$ cat src/rtl/cnt_pkg.sv
// Shared constants and configuration helpers for the modulo-N counter family.
package cnt_pkg;

    localparam logic UP   = 1'b1;
    localparam logic DOWN = 1'b0;

    // Smallest width w with 2^w >= n.
    function automatic int cnt_min_width(input int n);
        int w;
        w = 1;
        while ((64'd1 << w) < 64'(n))
            w++;
        return w;
    endfunction

    function automatic bit cnt_cfg_ok(input int width, input int modulus);
        return (modulus >= 2) && (width >= cnt_min_width(modulus));
    endfunction

endpackage

$ cat src/rtl/cnt_modn_next.sv
// Next-state logic for the modulo-N counter: clear, range-checked load, up/down count.
module cnt_modn_next
    import cnt_pkg::*;
#(
    parameter int WIDTH   = 4,
    parameter int MODULUS = 12
) (
    input  logic [WIDTH-1:0] q_i,
    input  logic             ud_i,
    input  logic [WIDTH-1:0] d_i,
    input  logic             clr_i,
    input  logic             load_i,
    input  logic             cnt_i,
    output logic [WIDTH-1:0] q_nxt_o,
    output logic             wrap_o,
    output logic             lderr_o
);

    localparam logic [WIDTH-1:0] LAST  = WIDTH'(MODULUS - 1);
    // One extra bit so N = 2^WIDTH is representable and every D is in range.
    localparam logic [WIDTH:0]   MOD_X = (WIDTH + 1)'(MODULUS);

    logic d_ok;
    assign d_ok = ({1'b0, d_i} < MOD_X);

    always_comb begin
        q_nxt_o = q_i;
        wrap_o  = 1'b0;
        lderr_o = 1'b0;
        if (clr_i) begin
            q_nxt_o = '0;
        end else if (load_i) begin
            if (d_ok) begin
                q_nxt_o = d_i;
            end else begin
                q_nxt_o = '0;
                lderr_o = 1'b1;
            end
        end else if (cnt_i) begin
            if (ud_i == UP) begin
                if (q_i == LAST) begin
                    q_nxt_o = '0;
                    wrap_o  = 1'b1;
                end else begin
                    q_nxt_o = q_i + 1'b1;
                end
            end else begin
                if (q_i == '0) begin
                    q_nxt_o = LAST;
                    wrap_o  = 1'b1;
                end else begin
                    q_nxt_o = q_i - 1'b1;
                end
            end
        end
    end

endmodule

$ cat src/rtl/cnt_modn.sv
// Synchronous modulo-N up/down counter with HC161-style CEP/CET/TC cascading.
module cnt_modn
    import cnt_pkg::*;
#(
    parameter int WIDTH   = 4,
    parameter int MODULUS = 12
) (
    input  logic             Clk,
    input  logic             MR,
    input  logic             SR,
    input  logic             PE,
    input  logic [WIDTH-1:0] D,
    input  logic             CEP,
    input  logic             CET,
    input  logic             UD,
    output logic [WIDTH-1:0] Q,
    output logic             TC,
    output logic             WRAP,
    output logic             LDERR
);

    if (!cnt_cfg_ok(WIDTH, MODULUS)) begin : g_bad_cfg
        $error("cnt_modn: need MODULUS >= 2 and 2**WIDTH >= MODULUS");
    end

    localparam logic [WIDTH-1:0] LAST = WIDTH'(MODULUS - 1);

    logic [WIDTH-1:0] q_q, q_d;
    logic             wrap_q, wrap_d;
    logic             lderr_q, lderr_d;

    cnt_modn_next #(
        .WIDTH   (WIDTH),
        .MODULUS (MODULUS)
    ) u_next (
        .q_i     (q_q),
        .ud_i    (UD),
        .d_i     (D),
        .clr_i   (~SR),
        .load_i  (~PE),
        .cnt_i   (CEP & CET),
        .q_nxt_o (q_d),
        .wrap_o  (wrap_d),
        .lderr_o (lderr_d)
    );

    always_ff @(posedge Clk or negedge MR) begin
        if (!MR) begin
            q_q     <= '0;
            wrap_q  <= 1'b0;
            lderr_q <= 1'b0;
        end else begin
            q_q     <= q_d;
            wrap_q  <= wrap_d;
            lderr_q <= lderr_d;
        end
    end

    // TC is gated by CET only, so a stalled lower stage cannot ripple a carry.
    assign TC    = CET & ((UD == UP) ? (q_q == LAST) : (q_q == '0));
    assign Q     = q_q;
    assign WRAP  = wrap_q;
    assign LDERR = lderr_q;

endmodule

$ cat config.mk
export PLATFORM = sky130hd
export DESIGN_NAME = cnt_modn
export DESIGN_NICKNAME = d
export VERILOG_FILES = /design/src/rtl/cnt_pkg.sv /design/src/rtl/cnt_modn_next.sv /design/src/rtl/cnt_modn.sv
export SDC_FILE = /design/constraint.sdc
export NUM_CORES = 1
export LEC_CHECK = 0
export ABC_AREA = 1
export BUFFER_PORTS_ARGS = -buffer_cell sky130_fd_sc_hd__buf_2
export CORE_AREA = 2 2 39 41
export DETAILED_ROUTE_END_ITERATION = 8
export DIE_AREA = 0 0 41 43
export PLACE_DENSITY = 0.68
export SLEW_MARGIN = 5
export SYNTH_ARGS = -nofsm -noshare
export SYNTH_HDL_FRONTEND = slang
export SYNTH_SLANG_ARGS = --single-unit
export TNS_END_PERCENT = 100
$ cat constraint.sdc
create_clock -name Clk -period 1.5 [get_ports Clk]
set_clock_uncertainty 0.1 [all_clocks]
set_input_delay 0.15 -clock Clk [delete_from_list [all_inputs] [get_ports Clk]]
set_output_delay 0.15 -clock Clk [all_outputs]
set_load 0.01 [all_outputs]
=== Word level (Yosys, flattened, before mapping) ===
Cells that the tools add are included.

* Bits in registers: 6
* Input bits: 11
* Output and inout bits: 7
* Word-level logic and storage cells: 28

* Add/sub/neg operators: 2
* $lt $le $gt $ge: 1
* Eq/ne operators: 2
* Mux-type cells: 17
* Bitwise gates (word level): 2
* Reductions and logical operators: 1

{| class="wikitable"
|+ Operators with widths
! operator !! count
|-
| 2-to-1 mux 4 bit || 7
|-
| 2-to-1 mux 1 bit || 10
|-
| adder 4 x 1 -> 4 bit (second input constant) || 1
|-
| equality test 4 bit (second input constant) || 1
|-
| zero test 4 bit || 1
|-
| less-than comparator 4 bit (second input constant) || 1
|-
| subtractor 4 x 1 -> 4 bit (second input constant) || 1
|-
| inequality test 3 x 2 -> 1 bit (second input constant) || 1
|-
| AND 1 bit || 2
|}

=== Logic depth before layout (Yosys ltp) ===
Gate-level depths: netlist of run 1.

* Word-level depth: 6
* Depth in mapped cells: 10
* Depth with buffers taken out: 10

=== Hierarchy ===
A second synthesis of run 1 with hierarchy kept.

* Cell total of the unflattened synthesis: 82
* Area total of the unflattened synthesis: 511.7 µm²

{| class="wikitable"
|+ Modules (own cells, without submodules)
! module !! instances !! cells an instance !! area each (µm²)
|-
| cnt_modn_next || 1 || 64 || 311.5
|-
| cnt_modn || 1 || 18 || 200.2
|}

=== Worst setup path after synthesis of run 1 ===
No wires, ideal clock.

* Kind: reg-to-output
* Start point: register q_q[0], in the netlist Q[0]
* End point: output port TC
* Arrival: 1235 ps
* Required time: 1250 ps
* Setup slack: 15 ps
* Stages on the path, launching flop included: 8
* Buffers on the path: 0
* Path through: dfrtp_1 inv_1 ha_1 inv_1 nor3_2 nand2_1 and2_4 nor2_2

* Word-level cells in the longest chain between the ends: 3
* Elaborated cells between the ends (all ways): 4
* Those cells by class: eq/ne: 1; mux: 1; bitwise: 1; reduce/logical: 1

{| class="wikitable"
|+ RTL lines
! what !! RTL line !! source
|-
| start: declaration || cnt_modn.sv:28 || <nowiki>logic [WIDTH-1:0] q_q, q_d;</nowiki>
|-
| start signal: assignment || cnt_modn.sv:53 || <nowiki>q_q <= q_d;</nowiki>
|-
| equality test 4 bit / zero test 4 bit (equally long branches) || cnt_modn.sv:60 || <nowiki>assign TC = CET & ((UD == UP) ? (q_q == LAST) : (q_q == '0));</nowiki>
|-
| 2-to-1 mux 1 bit (*) || cnt_modn.sv:60 ||
|-
| AND 1 bit (*) || cnt_modn.sv:60 ||
|-
| end: declaration || cnt_modn.sv:17 || <nowiki>output logic TC,</nowiki>
|}

Every way passes the cells marked *; elsewhere a longest branch is shown, timed or not.

=== Worst setup path after layout of run 1 ===
* Start point: register q_q[1], in the netlist Q[1]
* End point: output port TC

The elaborated chain is that of the path after synthesis.

==> flow_metrics.tcl, run 1 <==
set metrics [dict create \
    clock_path_buffers 2 \
    drc_errors 0 \
    num-nets-final 115 \
    setup_tns_ns -0.196 \
    worstPathMaxFanout 2 \
    post-route-period-util 1.13 \
    grt_max_degree 11 \
    maxSlewViolCount 0 \
    synth_cells 74 \
    synth_largest_area_cell "dfrtp_1" \
    wl_per_cell_microns 10.7 \
    yosys.area_share.simple 0.420 \
    post_dp_cell_area_sq_um 613 \
    ant_nets 0 \
    min_path_cells 3 \
    wirelength_microns 1250 \
    power.leakage_nw 0.380 \
    htree_levels 1 \
    ys_async_sr_fraction 1.00 \
    stdcell_area_sq_um 691 \
    period_minus_slack_ns 1.70 \
    clock_latency_ns 0.25 \
    coreArea_sq_um 1380 \
    antenna_cells 0 \
    outcome "finished with violations" \
    syn2layout_area_growth_pct 39.7 \
    cts_tree "yes" \
    grt_pass1_wl_microns 1970 \
    antenna_found_initial 0 \
    setup_viol 1 \
    total_power_mw 0.564 \
    critPathKind "reg2out" \
    drive_gt1_frac 0.390 \
    power_density_nw_per_um2 817 \
    hold_violations 0 \
    grt_overflow 0 \
    maxCapViolations 0 \
    drt_first_pass_iters 4 \
    dieArea_sq_um 1760 \
    setup_ws_ns -0.196 \
    critical_path.endpoint_type "output port" \
    synth_mux_area_frac 0 \
    clk_pin_slew_worst_paths_ns 0.04 \
    via_per_inst 4.70 \
    violations "negative setup slack" \
    rr_worst_depth 8 \
    ys_warn_count 0 \
    avgSynthCellArea_sq_um 6.68 \
    cts_made_buffers 3 \
    gp_congestion 0.821 \
    ys_types 20 \
    ir_drop_uv 362 \
    clock-sinks 6 \
    rows 14 \
    synthFlopType "dfrtp_1" \
    synth_top_cell_area_share 0.304 \
    synthesis.nets 87 \
    pin_count 18 \
    hold_class "in2reg" \
    drtIter0Drc 20 \
    synth.top_cells.by_area "dfrtp_1 (30%), nand2_1 (18%), nand3_1 (7.1%)" \
    synth_xor_area_frac 0.0177 \
    worst_slew_pin_slew_ns 0.244 \
    hpwl_microns 963 \
    yosys.cell_count.top_type "nand2_1" \
    die_w_microns 41 \
    portBuffers 17 \
    fp.dieH_microns 43 \
    rsz0062_at_grt "yes" \
    cts-root-buf "clkbuf_4" \
    synth_fa_ha_area_frac 0.0506 \
    synth-seq-area-share 0.304 \
    relSlewSlack 0.837 \
    synth_top_family_by_area "simple AND/OR/NAND/NOR gates" \
    syn_area_sq_um 494 \
    arrival_ns 1.45 \
    synth_compound_area_frac 0.106 \
    critPathRequiredTime_ns 1.25 \
    track_usage 0.169 \
    critPathLaunchType "flip-flop" \
    start_util 0.357 \
    synth_commonest_cells "nand2_1 (24), inv_1 (8), nand3_1 (7), dfrtp_1 (6), nor2_1 (6)" \
    vias 545 \
    synth_edf_count 0 \
    grt_pass1_vias 476 \
    ys_ff_latch 6 \
    dp_slack_ns -0.00285 \
    fmax_mhz 590 \
]
report_power, final:
| group | leakage, nW | switching (mW) | internal (mW) |
|---|---|---|---|
| sequential | 0.0780 | 0.0199 | 0.175 |
| clock | 0.0138 | 0.0591 | 0.0905 |
| combinational | 0.288 | 0.114 | 0.106 |
| total | 0.380 | 0.193 | 0.372 |
worst max-delay path, cell delays in order, from the launching register on:
cell     delay (ns)
dfrtp_1        0.38
inv_2          0.09
ha_4           0.14
inv_2          0.04
nor3_4         0.12
nand2_1        0.09
and2_4         0.15
nor2_2         0.07
buf_2          0.13
placed cells by master, fill, tap and decap left out, types with 3 or more instances in the layout:
master	instances
clkbuf_4	3
o21ai_0	5
buf_2	17
nor2_1	6
inv_2	4
a21oi_1	3
inv_1	5
buf_4	7
nand2_1	24
nand3_1	7
dfrtp_1	5
final cells by class:
type                       count  area [sq um]
inverter                       9          33.8
sequential                     6           151
tap                           16          20.0
fill                         143           693
multi-input combinational     57           315
timing repair buffer          25           148
clock buffer                   3          22.5
worst paths after layout:
check                           start  endpoint  slack (ns)
worst min-delay path              CEP      WRAP        0.06
worst max-delay path             Q[1]        TC       -0.20
worst min register to register   Q[2]      Q[2]        0.56
min in group asynchronous          MR      Q[0]        0.16
worst max register to register   Q[1]      WRAP        0.11
max in group asynchronous          MR      Q[2]        0.99
routing by layer:
layer	GRT usage	share of wire
met3	0	0.032
met4	0.100	0.018
met2	0.291	0.52
met5	0	0
met1	0.195	0.43
per-stage QoR:
stage,hold WS (ns),util,instances
global placement,-0.124,0.443,109
finish,0.0631,0.499,116
CTS,0.0549,0.486,115
detailed placement,-0.118,0.443,109
floorplan,-0.246,-,74
global route,0.0763,0.499,116
kinds of logic after synthesis:
family                     count (synthesis)
xor gates and xnor gates                   1
AOI/OAI and AO/OA                         10
buffers and inverters                     11
DFF                                        6
and+or+nand+nor                           44
adders and majority gates                  2
flip-flops by register name, summed over array words and instances (netlist names):
| name | flops |
|---|---|
| Q | 4 |
| WRAP | 1 |
| LDERR | 1 |
repair_timing:
item                                    4_1_cts  5_1_grt
hold buffers                                  1        0
pin swaps                                     3        2
endpoints found under the setup margin        1        3
gates resized for setup                       5        3
setup buffers                                 2        1
hold endpoints to repair                      6        0
No activity file was read; power rests on OpenSTA's default activity.
==> run 2: changes to the inputs <==
- BUFFER_PORTS_ARGS: -buffer_cell sky130_fd_sc_hd__buf_2 -> default
- DONT_BUFFER_PORTS: default -> 1
- PLACE_DENSITY: 0.68 -> 0.56
==> flow_metrics.tcl, run 2 (synthesis gave the netlist of run 1 again) <==
set metrics [dict create \
    post-route-period-util 1.13 \
    critPathTopFamily "simple AND/OR/NAND/NOR gates" \
    num-nets-final 109 \
    die_w_microns 41 \
    maxSlewViolCount 0 \
    setup_viol 1 \
    r2r-start "Q[1]" \
    ir_drop_uv 290 \
    drt_first_pass_iters 4 \
    grt_max_degree 11 \
    rows 14 \
    grt_pass1_vias 482 \
    drc_errors 0 \
    cts_tree "yes" \
    cts-root-buf "clkbuf_4" \
    worstPathMaxFanout 3 \
    power_density_nw_per_um2 803 \
    hp-start "PE" \
    wirelength_microns 1330 \
    cts_made_buffers 3 \
    fillers 124 \
    clock-sinks 6 \
    worst_slew_pin_slew_ns 0.385 \
    clk_pin_slew_worst_paths_ns 0.05 \
    fp.dieH_microns 43 \
    clock_latency_ns 0.24 \
    total_power_mw 0.563 \
    coreArea_sq_um 1380 \
    gp_congestion 0.804 \
    worst-path-buf-inv 2 \
    maxCapViolations 0 \
    cpMostUsedCell "inv_2" \
    stdcell_area_sq_um 701 \
    wl_per_cell_microns 12.1 \
    path_cells "inv_2 -> ha_4 -> inv_2 -> nor3_2 -> nand2_1 -> and2_4 -> nor2_4" \
    rr_worst_depth 10 \
    largest_reg_flops 4 \
    setup_ws_ns -0.193 \
    clock_path_buffers 2 \
    critical_path.endpoint_type "output port" \
    antenna_found_initial 0 \
    crit_slowest_cell "dfrtp_1" \
    grt_overflow 0 \
    ant_nets 0 \
    start_util 0.357 \
    drive_gt1_frac 0.255 \
    period_minus_slack_ns 1.69 \
    hold_violations 0 \
    relSlewSlack 0.744 \
    final_cell_mix "nand2_1 (24), buf_4 (11), dlygate4sd3_1 (8), nand3_1 (7)" \
    path_depth 7 \
    dieArea_sq_um 1760 \
    hpwl_microns 872 \
    antenna_cells 0 \
    outcome "finished with violations" \
    critPathMaxStageDelay_ns 0.40 \
    post_dp_cell_area_sq_um 543 \
    vias 551 \
    power.leakage_nw 0.353 \
    grt_pass1_wl_microns 1850 \
    critPathRequiredTime_ns 1.25 \
    syn2layout_area_growth_pct 41.8 \
    pin_count 18 \
    r2r-end "Q[3]" \
    min_delay_worst_endpoint "Q[0]" \
    track_usage 0.157 \
    htree_levels 1 \
    via_per_inst 5.01 \
    portBuffers 0 \
    critPathKind "reg2out" \
    critPathLaunchType "flip-flop" \
    drtIter0Drc 28 \
    rrSetupSlack_ns 0.06 \
    final_common_cell "nand2_1" \
    fmax_mhz 591 \
    hold_class "in2reg" \
    min_path_cells 3 \
    rsz0062_at_grt "yes" \
    violations "negative setup slack" \
    arrival_ns 1.44 \
]
-- run 2: cell types whose count changed in the layout (fill, tap and decap cells not counted), sizes merged --
cell         change
buf             -13
dlygate4sd3      +7
-- run 2: worst register-to-register path: stages (launching register included) --
cell,delay [ns]
dfrtp_1,0.39
buf_4,0.15
buf_4,0.13
nor2_1,0.12
nand3_1,0.08
nand2_1,0.08
nand2_1,0.05
nand2_1,0.06
nand2_1,0.06
nand2_1,0.06
nand2_1,0.05
-- run 2: how the worst max path moves through the flow --
stage          end  from
2_1_floorplan   TC  Q[0]
6_report        TC  Q[0]
3_5_place_dp    TC  Q[1]
3_3_place_gp    TC  Q[1]
5_1_grt         TC  Q[0]
4_1_cts         TC  Q[0]
-- run 2: routing by layer --
metal  vias up  track usage  share of wire
li1        278            -              -
met1       237        0.214           0.41
met4         0        0.120         0.0083
met3         2      0.00524          0.077
met2        34        0.222           0.50
met5         -            0              0
-- run 2: area by class of cell --
| cell class | count | area (sq um) | area share |
|---|---|---|---|
| Clock buffer | 3 | 22.5 | 0.0321 |
| Multi-Input combinational cell | 57 | 312 | 0.445 |
| Inverter | 9 | 33.8 | 0.0482 |
| Sequential cell | 6 | 150 | 0.214 |
| Timing Repair Buffer | 19 | 163 | 0.232 |
| Tap cell | 16 | 20.0 | 0.0286 |
-- run 2: report_power, final --
part	switching [mW]	total [mW]	leakage, nW	internal, mW
logic	0.107	0.221	0.260	0.113
registers	0.0205	0.195	0.0794	0.175
clock network	0.0563	0.147	0.0138	0.0904
-- run 2: timing repair --
item / CTS / global route
gates cloned: 0 / 0
setup endpoints to repair: 1 / 3
endpoints found under the hold margin: 9 / 0
hold buffers: 8 / 0
pin swaps: 1 / 4
gates resized for setup: 1 / 5
buffers inserted: 1 / 4
-- run 2: stage by stage --
stage               TNS (ns)  setup WS, ns   util  instances  hold slack, ns
floorplan                  0        0.0150      -         74          -0.246
global placement           0        0.0666  0.392         94          -0.245
detailed placement         0        0.0557  0.392         94          -0.245
CTS                   -0.175        -0.175  0.476        106          0.0115
global route          -0.342        -0.280  0.506        110          0.0232
finish                -0.193        -0.193  0.506        110          0.0351
==> run 3: changes to the inputs <==
==> constraint.sdc (replaced) <==
create_clock -name Clk -period 1.5 [get_ports Clk]
set_clock_uncertainty 0.1 [all_clocks]
set_input_delay 0.225 -clock Clk [delete_from_list [all_inputs] [get_ports Clk]]
set_output_delay 0.225 -clock Clk [all_outputs]
set_load 0.01 [all_outputs]
==> flow_metrics.tcl, run 3 (synthesis gave the netlist of run 1 again) <==
set metrics [dict create \
    wirelength_microns 1170 \
    syn2layout_area_growth_pct 26.1 \
    drive_gt1_frac 0.282 \
    power_density_nw_per_um2 884 \
    final_common_cell "nand2_1" \
    largest_reg_flops 4 \
    track_usage 0.160 \
    clock-sinks 6 \
    cts-root-buf "clkbuf_4" \
    cts_made_buffers 3 \
    min_path_cells 2 \
    via_per_inst 5.03 \
    rsz0062_at_grt "yes" \
    ant_nets 0 \
    worstPathMaxFanout 2 \
    rrSetupSlack_ns 0.09 \
    hold_class "in2reg" \
    coreArea_sq_um 1380 \
    vias 508 \
    critPathTopFamily "simple AND/OR/NAND/NOR gates" \
    clk_pin_slew_worst_paths_ns 0.05 \
    critical_path.endpoint_type "output port" \
    grt_pass1_wl_microns 1840 \
    maxCapViolations 0 \
    fillers 144 \
    pin_count 18 \
    period_minus_slack_ns 1.76 \
    path_cells "inv_2 -> ha_4 -> inv_2 -> nor3_4 -> nand2_2 -> and2_4 -> nor2_4" \
    critPathMaxStageDelay_ns 0.38 \
    final_cell_mix "nand2_1 (23), buf_4 (8), nand3_1 (7), nor2_1 (6)" \
    hp-start "SR" \
    dieArea_sq_um 1760 \
    antenna_cells 0 \
    critPathKind "reg2out" \
    post-route-period-util 1.18 \
    hpwl_microns 879 \
    hold_ws_ns 0.00885 \
    num-nets-final 99 \
    setup_viol 1 \
    grt_pass1_vias 461 \
    worst_slew_pin_slew_ns 0.272 \
    gp_congestion 0.813 \
    fp.dieH_microns 43 \
    drt_first_pass_iters 4 \
    grt_max_degree 9 \
    outcome "finished with violations" \
    arrival_ns 1.44 \
    relSlewSlack 0.818 \
    crit_slowest_cell "dfrtp_1" \
    post_dp_cell_area_sq_um 542 \
    rows 14 \
    min_delay_worst_endpoint "LDERR" \
    setup_ws_ns -0.263 \
    ir_drop_uv 260 \
    cpMostUsedCell "inv_2" \
    clock_latency_ns 0.25 \
    stdcell_area_sq_um 623 \
    critPathLaunchType "flip-flop" \
    antenna_found_initial 0 \
    critPathRequiredTime_ns 1.17 \
    hold_violations 0 \
    grt_overflow 0 \
    power.leakage_nw 0.314 \
    setup_tns_ns -0.263 \
    htree_levels 1 \
    r2r-start "Q[1]" \
    maxSlewViolCount 0 \
    cts_tree "yes" \
    drtIter0Drc 19 \
    drc_errors 0 \
    fmax_mhz 567 \
    worst-path-buf-inv 2 \
    die_w_microns 41 \
    clock_path_buffers 2 \
    r2r-end "Q[2]" \
    wl_per_cell_microns 11.6 \
    portBuffers 0 \
    dp_slack_ns 0.00546 \
    rr_worst_depth 6 \
    violations "negative setup slack" \
    start_util 0.357 \
]
-- run 3: timing repair --
item                       in CTS  in global routing
hold buffers                    1                  0
pin swaps                       0                  4
hold endpoints to repair        6                  0
setup buffers                   0                  3
setup endpoints to repair       1                  3
gates resized for setup         0                  7
-- run 3: power breakdown --
part           switching, mW  internal [mW]  leakage [nW]  total (mW)
Clock                 0.0607          0.101        0.0150       0.162
Sequential            0.0189          0.176        0.0767       0.195
Combinational          0.104         0.0906         0.222       0.195
-- run 3: final cells by class --
type,count,area (sq um),area share
inverters,9,33.8,0.0542
well taps,16,20.0,0.0321
clock buffers,4,26.3,0.0422
multi-input cells,57,320,0.514
repair buffers,9,70.1,0.112
flip-flops and latches,6,153,0.245
-- run 3: per-stage QoR --
step,cells,utilization,total power [mW]
floorplan,74,-,0.315
global placement,93,0.392,0.353
detailed placement,93,0.392,0.351
CTS,98,0.418,0.524
global route,101,0.450,0.599
finish,101,0.450,0.551
-- run 3: how the worst max path moves through the flow --
stage          slack (ns)  cells past startpoint  end  start
6_report            -0.26                      7   TC   Q[1]
5_1_grt             -0.37                      7   TC   Q[1]
4_1_cts             -0.28                      7   TC   Q[0]
3_5_place_dp        0.005                      7   TC   Q[0]
3_3_place_gp         0.04                      7   TC   Q[0]
2_1_floorplan        0.01                      7   TC   Q[0]
-- run 3: per-layer routing --
| layer | GRT usage | vias to the layer above | routed length, microns |
|---|---|---|---|
| li1 | - | 257 | - |
| met1 | 0.212 | 215 | 443 |
| met2 | 0.206 | 30 | 553 |
| met3 | 0.0366 | 6 | 117 |
| met4 | 0.140 | 0 | 58 |
| met5 | 0 | - | 0 |
